$ cat src/rtl/uart_frame_tx_if.sv
// Sample strobe input and byte-transmitter start/busy handshake for uart_frame_tx.
interface uart_frame_tx_if #(
   parameter int SAMPLE_W = 12
);
   logic [SAMPLE_W-1:0] sample_data;
   logic                sample_valid;
   logic                tx_start;
   logic [7:0]          tx_data;
   logic                tx_busy;

   modport master (
      input  sample_data,
      input  sample_valid,
      output tx_start,
      output tx_data,
      input  tx_busy
   );

   modport slave (
      output sample_data,
      output sample_valid,
      input  tx_start,
      input  tx_data,
      output tx_busy
   );
endinterface

$ cat src/rtl/uart_frame_tx.sv
// Buffers ADC samples and emits each as a 5-byte frame (sync, seq, hi, lo, checksum)
// to a byte UART transmitter over a start/busy handshake, with an idle gap after every frame.
module uart_frame_tx #(
   parameter int         SAMPLE_W   = 12,
   parameter int         DEPTH      = 4,
   parameter int         GAP_CYCLES = 2,
   parameter logic [7:0] SYNC_BYTE  = 8'hA5
) (
   input  logic            uart_frame_bclk,
   input  logic            uart_frame_rst,
   uart_frame_tx_if.master bus,
   output logic            frame_active,
   output logic            fifo_full,
   output logic            overflow,
   input  logic            overflow_clr
);
   localparam int PW = $clog2(DEPTH);
   localparam int CW = PW + 1;
   localparam int TW = $clog2(GAP_CYCLES + 2);
   localparam logic [TW-1:0] GAP_LAST = TW'((GAP_CYCLES > 0) ? GAP_CYCLES - 1 : 0);

   typedef enum logic [2:0] {S_IDLE, S_SEND, S_GUARD, S_WAIT, S_GAP} state_t;

   state_t              state_q, state_d;
   logic [TW-1:0]       cnt_q, cnt_d;
   logic [2:0]          idx_q, idx_d;
   logic [7:0]          seq_q, seq_d;
   logic [4:0][7:0]     frame_q, frame_d;
   logic [7:0]          tx_data_q, tx_data_d;
   logic                frame_active_q, frame_active_d;
   logic                overflow_q, overflow_d;
   logic [PW-1:0]       wr_ptr_q, wr_ptr_d, rd_ptr_q, rd_ptr_d;
   logic [CW-1:0]       count_q, count_d;
   logic [SAMPLE_W-1:0] mem_q [DEPTH];

   logic                pop, push;
   logic [15:0]         sample16;
   logic [2:0]          idx_nxt;

   // A full FIFO still accepts a sample on the cycle it is being popped.
   assign pop     = (state_q == S_IDLE) && (count_q != '0);
   assign push    = bus.sample_valid && ((count_q != CW'(DEPTH)) || pop);
   assign idx_nxt = idx_q + 3'd1;

   always_comb begin
      sample16                 = '0;
      sample16[SAMPLE_W-1:0]   = mem_q[rd_ptr_q];
   end

   always_comb begin
      count_d  = count_q;
      wr_ptr_d = push ? wr_ptr_q + PW'(1) : wr_ptr_q;
      rd_ptr_d = pop  ? rd_ptr_q + PW'(1) : rd_ptr_q;
      if (push && !pop) begin
         count_d = count_q + CW'(1);
      end else if (!push && pop) begin
         count_d = count_q - CW'(1);
      end
      overflow_d = overflow_q;
      if (overflow_clr) begin
         overflow_d = 1'b0;
      end
      if (bus.sample_valid && !push) begin
         overflow_d = 1'b1;
      end
   end

   always_comb begin
      state_d        = state_q;
      cnt_d          = cnt_q;
      idx_d          = idx_q;
      seq_d          = seq_q;
      frame_d        = frame_q;
      tx_data_d      = tx_data_q;
      frame_active_d = frame_active_q;
      case (state_q)
         S_IDLE: begin
            if (pop) begin
               frame_d[0]     = SYNC_BYTE;
               frame_d[1]     = seq_q;
               frame_d[2]     = sample16[15:8];
               frame_d[3]     = sample16[7:0];
               frame_d[4]     = seq_q + sample16[15:8] + sample16[7:0];
               idx_d          = 3'd0;
               tx_data_d      = SYNC_BYTE;
               frame_active_d = 1'b1;
               state_d        = S_SEND;
            end
         end
         S_SEND: begin
            cnt_d   = '0;
            state_d = S_GUARD;
         end
         // Busy from the transmitter is registered and may lag the start pulse.
         S_GUARD: begin
            if (cnt_q == TW'(1)) begin
               state_d = S_WAIT;
            end else begin
               cnt_d = cnt_q + TW'(1);
            end
         end
         S_WAIT: begin
            if (!bus.tx_busy) begin
               if (idx_q != 3'd4) begin
                  idx_d     = idx_nxt;
                  tx_data_d = frame_q[idx_nxt];
                  state_d   = S_SEND;
               end else begin
                  seq_d = seq_q + 8'd1;
                  cnt_d = '0;
                  if (GAP_CYCLES == 0) begin
                     frame_active_d = 1'b0;
                     state_d        = S_IDLE;
                  end else begin
                     state_d = S_GAP;
                  end
               end
            end
         end
         S_GAP: begin
            if (cnt_q == GAP_LAST) begin
               frame_active_d = 1'b0;
               state_d        = S_IDLE;
            end else begin
               cnt_d = cnt_q + TW'(1);
            end
         end
         default: begin
            state_d = S_IDLE;
         end
      endcase
   end

   always_ff @(posedge uart_frame_bclk) begin
      if (uart_frame_rst) begin
         state_q        <= S_IDLE;
         cnt_q          <= '0;
         idx_q          <= 3'd0;
         seq_q          <= 8'd0;
         frame_q        <= '0;
         tx_data_q      <= 8'h00;
         frame_active_q <= 1'b0;
         overflow_q     <= 1'b0;
         wr_ptr_q       <= '0;
         rd_ptr_q       <= '0;
         count_q        <= '0;
      end else begin
         state_q        <= state_d;
         cnt_q          <= cnt_d;
         idx_q          <= idx_d;
         seq_q          <= seq_d;
         frame_q        <= frame_d;
         tx_data_q      <= tx_data_d;
         frame_active_q <= frame_active_d;
         overflow_q     <= overflow_d;
         wr_ptr_q       <= wr_ptr_d;
         rd_ptr_q       <= rd_ptr_d;
         count_q        <= count_d;
      end
   end

   always_ff @(posedge uart_frame_bclk) begin
      if (push) begin
         mem_q[wr_ptr_q] <= bus.sample_data;
      end
   end

   assign bus.tx_start = (state_q == S_SEND);
   assign bus.tx_data  = tx_data_q;
   assign frame_active = frame_active_q;
   assign fifo_full    = (count_q == CW'(DEPTH));
   assign overflow     = overflow_q;
endmodule

$ cat src/flat_wrapper.sv
// flat-port wrapper written by rule: the top's interface ports become plain ports
module uart_frame_tx_flat 
#(
   parameter int         SAMPLE_W   = 12,
   parameter int         DEPTH      = 4,
   parameter int         GAP_CYCLES = 2,
   parameter logic [7:0] SYNC_BYTE  = 8'hA5
)
  (uart_frame_bclk, uart_frame_rst, frame_active, fifo_full, overflow, overflow_clr, bus_sample_data, bus_sample_valid, bus_tx_start, bus_tx_data, bus_tx_busy);
  uart_frame_tx_if #(.SAMPLE_W(SAMPLE_W)) bus_i ();
  input  logic uart_frame_bclk;
  input  logic uart_frame_rst;
  output logic frame_active;
  output logic fifo_full;
  output logic overflow;
  input  logic overflow_clr;
  input wire logic [$bits(bus_i.sample_data)-1:0] bus_sample_data;
  input wire logic [$bits(bus_i.sample_valid)-1:0] bus_sample_valid;
  output wire logic [$bits(bus_i.tx_start)-1:0] bus_tx_start;
  output wire logic [$bits(bus_i.tx_data)-1:0] bus_tx_data;
  input wire logic [$bits(bus_i.tx_busy)-1:0] bus_tx_busy;
  assign bus_i.sample_data = bus_sample_data;
  assign bus_i.sample_valid = bus_sample_valid;
  assign bus_tx_start = bus_i.tx_start;
  assign bus_tx_data = bus_i.tx_data;
  assign bus_i.tx_busy = bus_tx_busy;
  uart_frame_tx #(.SAMPLE_W(SAMPLE_W), .DEPTH(DEPTH), .GAP_CYCLES(GAP_CYCLES), .SYNC_BYTE(SYNC_BYTE)) u_core (.uart_frame_bclk(uart_frame_bclk), .uart_frame_rst(uart_frame_rst), .bus(bus_i), .frame_active(frame_active), .fifo_full(fifo_full), .overflow(overflow), .overflow_clr(overflow_clr));
endmodule
$ cat config.mk
export PLATFORM = sky130hd
export DESIGN_NAME = uart_frame_tx_flat
export DESIGN_NICKNAME = d
export VERILOG_FILES = /design/src/rtl/uart_frame_tx_if.sv /design/src/rtl/uart_frame_tx.sv /design/src/flat_wrapper.sv
export SDC_FILE = /design/constraint.sdc
export NUM_CORES = 1
export LEC_CHECK = 0
export ABC_AREA = 0
export CAP_MARGIN = 10
export CELL_PAD_IN_SITES_DETAIL_PLACEMENT = 0
export CELL_PAD_IN_SITES_GLOBAL_PLACEMENT = 1
export CORE_MARGIN = 2
export CORE_UTILIZATION = 48
export DETAILED_ROUTE_END_ITERATION = 6
export PLACE_DENSITY = 0.78
export SYNTH_ARGS = -nofsm -noshare
export SYNTH_HDL_FRONTEND = slang
export SYNTH_SLANG_ARGS = --single-unit
$ cat constraint.sdc
create_clock -name uart_frame_bclk -period 4.2 [get_ports uart_frame_bclk]
set_clock_uncertainty 0.2 [all_clocks]
set_input_delay 1.26 -clock uart_frame_bclk [delete_from_list [all_inputs] [get_ports uart_frame_bclk]]
set_output_delay 1.26 -clock uart_frame_bclk [all_outputs]
set_load 0.01 [all_outputs]
==> impl_metrics.yaml <==
floorplanning:
  floorplan.rows: 37
  die_y_um: 106.0
  floorplan.initialDensity_pct: 48.99
  floorplan.core_area_um2: 10180
  boundaryPins: 29
  floorplan.die_area_um2: 11230
  die_width_um: 106.0
placed_design:
  dp_cells: 596
  detailedPlacementHpwl_um: 6583
  finalWeightedCongestion: 0.7935
  place.port_buffers: 28
clock_tree:
  cts_tree: "done"
  post_cts.resized_instances: 0
  clkSinkCount: 112
  cts-buffers-inserted: 9
  register_clock_pin_slew_on_the_reported_worst_setup_and_hold_paths_ns: 0.11
  htree_levels: 3
  cts.hold.buffers_added: 0
  postCtsSetupRepairBufs: 0
  clk_root_buffer_cell: "clkbuf_8"
  worst_skew_pair_later_pin_latency_ns: 0.37
  clock_path_buffers: 2
sta:
  grt_setup_unrepaired: "no"
  layout_worst_path_cycle_share_pct: 86.33
  final_hold_viol_count: 0
  worst_slew_margin_rel_pct: 54.86
  tns_ns: 0
  worst-slew-pin-transition_ns: 0.6771
  timing.final.max_slew_violations: 0
  maxClockFrequency_ghz: 0.2758
  finalCriticalPeriod_ns: 3.626
  setup_viol: 0
  timing.hold.ws_ns: 0.2600
synthesis:
  synth.cells.most_frequent: "dfxtp_1, nand2_1, edfxtp_1"
  synthesis.nets: 490
  synth.top_cells.by_area: "edfxtp_1, dfxtp_1, mux4_2"
  synth_flop_cell: "dfxtp_1"
  register_area_share_after_synthesis_pct: 54.56
  yosysTopAreaCell: "edfxtp_1"
  netlist_area_um2: 4990
  synth-warning-count: 0
  synth_async_sr_flop_share_pct: 0
  synth-seq-cells: 112
  synth_most_common_cell: "dfxtp_1"
  postSynthAreaPerCell_um2: 11.11
  synth_enable_flop_cells: 48
  synth.lib_cells_used.distinct: 55
  synth_largest_type_area_fraction_pct: 28.89
  syn-instance-count: 449
critical_path:
  crit_slowest_cell: "dfxtp_1"
  crit_chain: "mux4_2, fa_1, ha_1, inv_1, fa_1, nand2b_1, a21oi_1, o22ai_1, or4_1, nand3_1"
  worst-path-max-fanout: 8
  cp_class: "reg -> reg"
  critical_path.startpoint_type: "flop"
  cpLargestDelayFamily: "adder cells"
  critPathRequiredTime_ns: 4.32
  cpPeakStageDelay_ns: 0.65
  crit_arrival_ns: 3.75
  cp.buffers_inverters: 1
  critical-path-top-cell-by-count: "fa_1"
  endpoint_kind: "flop"
layout:
  finalNonFillerCells: 612
  area_growth_syn_to_layout_pct: 12.04
  fraction_of_final_layout_cells_with_drive_strength_greater_than_1_pct: 9.454
  nFillCells: 923
  number_of_nets_in_the_layout: 512
  antennaDiodeCount: 0
global_route:
  grt_antenna_before_repair: 0
  maximum_number_of_pins_on_one_net_before_global_route_repair: 52
  grt_pass1_wl_um: 15880
  globalRoute.totalOverflow: 0
  number_of_global_route_vias_before_repair: 3209
  grt_util_all_layers_pct: 18.28
detailed_routing:
  post_drt_wl_per_cell_um: 15.60
  drt_drc_violations_left: 0
  routed_via_density: 5.402
  detail_route.iter0.violations: 136
  detailroute.via_count: 3306
  postRouteAntennaNets: 0
  drtPass1Iterations: 4
  wirelength_um: 9547
pwr:
  powerDensity_nw_per_um2: 590.6
  post-layout-total-power_mw: 3.302
  vdd.ir_drop.worst_uv: 341.0
  power_leakage_nw: 1.958
min_path:
  min-delay-path-class: "reg -> reg"
status:
  outcome: "finished, final reports clean"
run:
  maxCapViolations: 0
==> cell families (layout without fill, tap and decap cells) <==
family / count (synthesis) / in the layout / synth area share (%)
AND/OR/NAND/NOR: 158 / 158 / 14.87
flip-flops: 112 / 112 / 54.56
AO/OA/AOI/OAI: 72 / 72 / 8.802
buffers and inverters: 41 / 68 / 3.335
multiplexers: 25 / 25 / 8.526
adder cells (fa/ha/maj): 24 / 24 / 6.921
XOR/XNOR: 17 / 17 / 2.984
==> state kept, by name, summed over array words and instances, names as in the netlist, named ones only <==
| register | count |
|---|---|
| u_core.mem_q | 48 |
| u_core.frame_q | 29 |
| u_core.bus.tx_data | 8 |
| u_core.seq_q | 8 |
| u_core.count_q | 3 |
| u_core.idx_q | 3 |
| u_core.state_q | 3 |
| u_core.cnt_q | 2 |
| u_core.rd_ptr_q | 2 |
| u_core.wr_ptr_q | 2 |
| u_core.frame_active | 1 |
| u_core.overflow | 1 |
==> layout make-up <==
cell class                 instances  area, um^2  area share [%]
tap                              136       170.2           3.044
multi-input combinational        296        2101           37.58
timing repair buffer              34       320.3           5.730
inverter                          18       67.56           1.209
clock buffer                       9       123.9           2.216
clock inverter                     7       85.08           1.522
sequential                       112        2723           48.70
==> power breakdown <==
| group | internal (mW) | leakage, nW | switching, mW |
|---|---|---|---|
| registers | 1.32 | 0.963 | 0.139 |
| logic | 0.499 | 0.889 | 0.664 |
| clock network | 0.288 | 0.106 | 0.389 |
==> per-stage QoR <==
| stage | cell area (um^2) | utilization [%] | setup slack, ns |
|---|---|---|---|
| final | 5590 | 54.89 | 0.5743 |
| after global routing | 5590 | 54.89 | 0.2804 |
| after CTS | 5590 | 54.89 | 0.5384 |
| after detailed placement | 5381 | 52.84 | 0.4845 |
| after global placement | 5381 | 52.84 | 0.5626 |
| after floorplan | 4990 | - | 0.6988 |
==> worst paths after layout <==
path                            slack (ns)  cells after the start                              end                            start
worst min register to register        0.26                      2  u_core.frame_q[15]$_SDFFE_PP0P_  u_core.frame_q[15]$_SDFFE_PP0P_
worst max-delay path                  0.57                     10  u_core.frame_q[39]$_SDFFE_PP0P_                             flop
worst min-delay path                  0.26                      2  u_core.frame_q[15]$_SDFFE_PP0P_  u_core.frame_q[15]$_SDFFE_PP0P_
worst max register to register        0.57                     10  u_core.frame_q[39]$_SDFFE_PP0P_                             flop
==> cell usage in the layout (no fill, tap or decap), types with 4 or more instances in the layout <==
master / count
a21oi_1: 41
and2_1: 6
buf_4: 6
clkbuf_8: 9
clkdlybuf4s50_1: 27
dfxtp_1: 64
edfxtp_1: 48
fa_1: 6
ha_1: 18
inv_1: 17
mux2i_1: 11
mux4_2: 14
nand2_1: 62
nand2b_1: 4
nand3_1: 9
nand4_1: 5
nor2_1: 42
nor3_1: 7
o21ai_0: 6
xnor2_1: 6
xor2_1: 11
==> routing by layer <==
| layer | routed length [um] | vias to the layer above | global-route usage [%] | part of all wire (%) |
|---|---|---|---|---|
| li1 | - | 1639 | - | - |
| met1 | 4436 | 1598 | 23.93 | 46 |
| met2 | 4659 | 60 | 31.38 | 49 |
| met3 | 343 | 9 | 3.311 | 3.6 |
| met4 | 107 | 0 | 5.075 | 1.1 |
| met5 | 0 | - | 0 | 0 |
==> tightest hold or removal path, stage by stage (launching register included) <==
cell,delay (ns)
dfxtp_1,0.32
nand2_1,0.05
a21oi_1,0.05
Note: power is estimated with default switching activity, not from simulation.
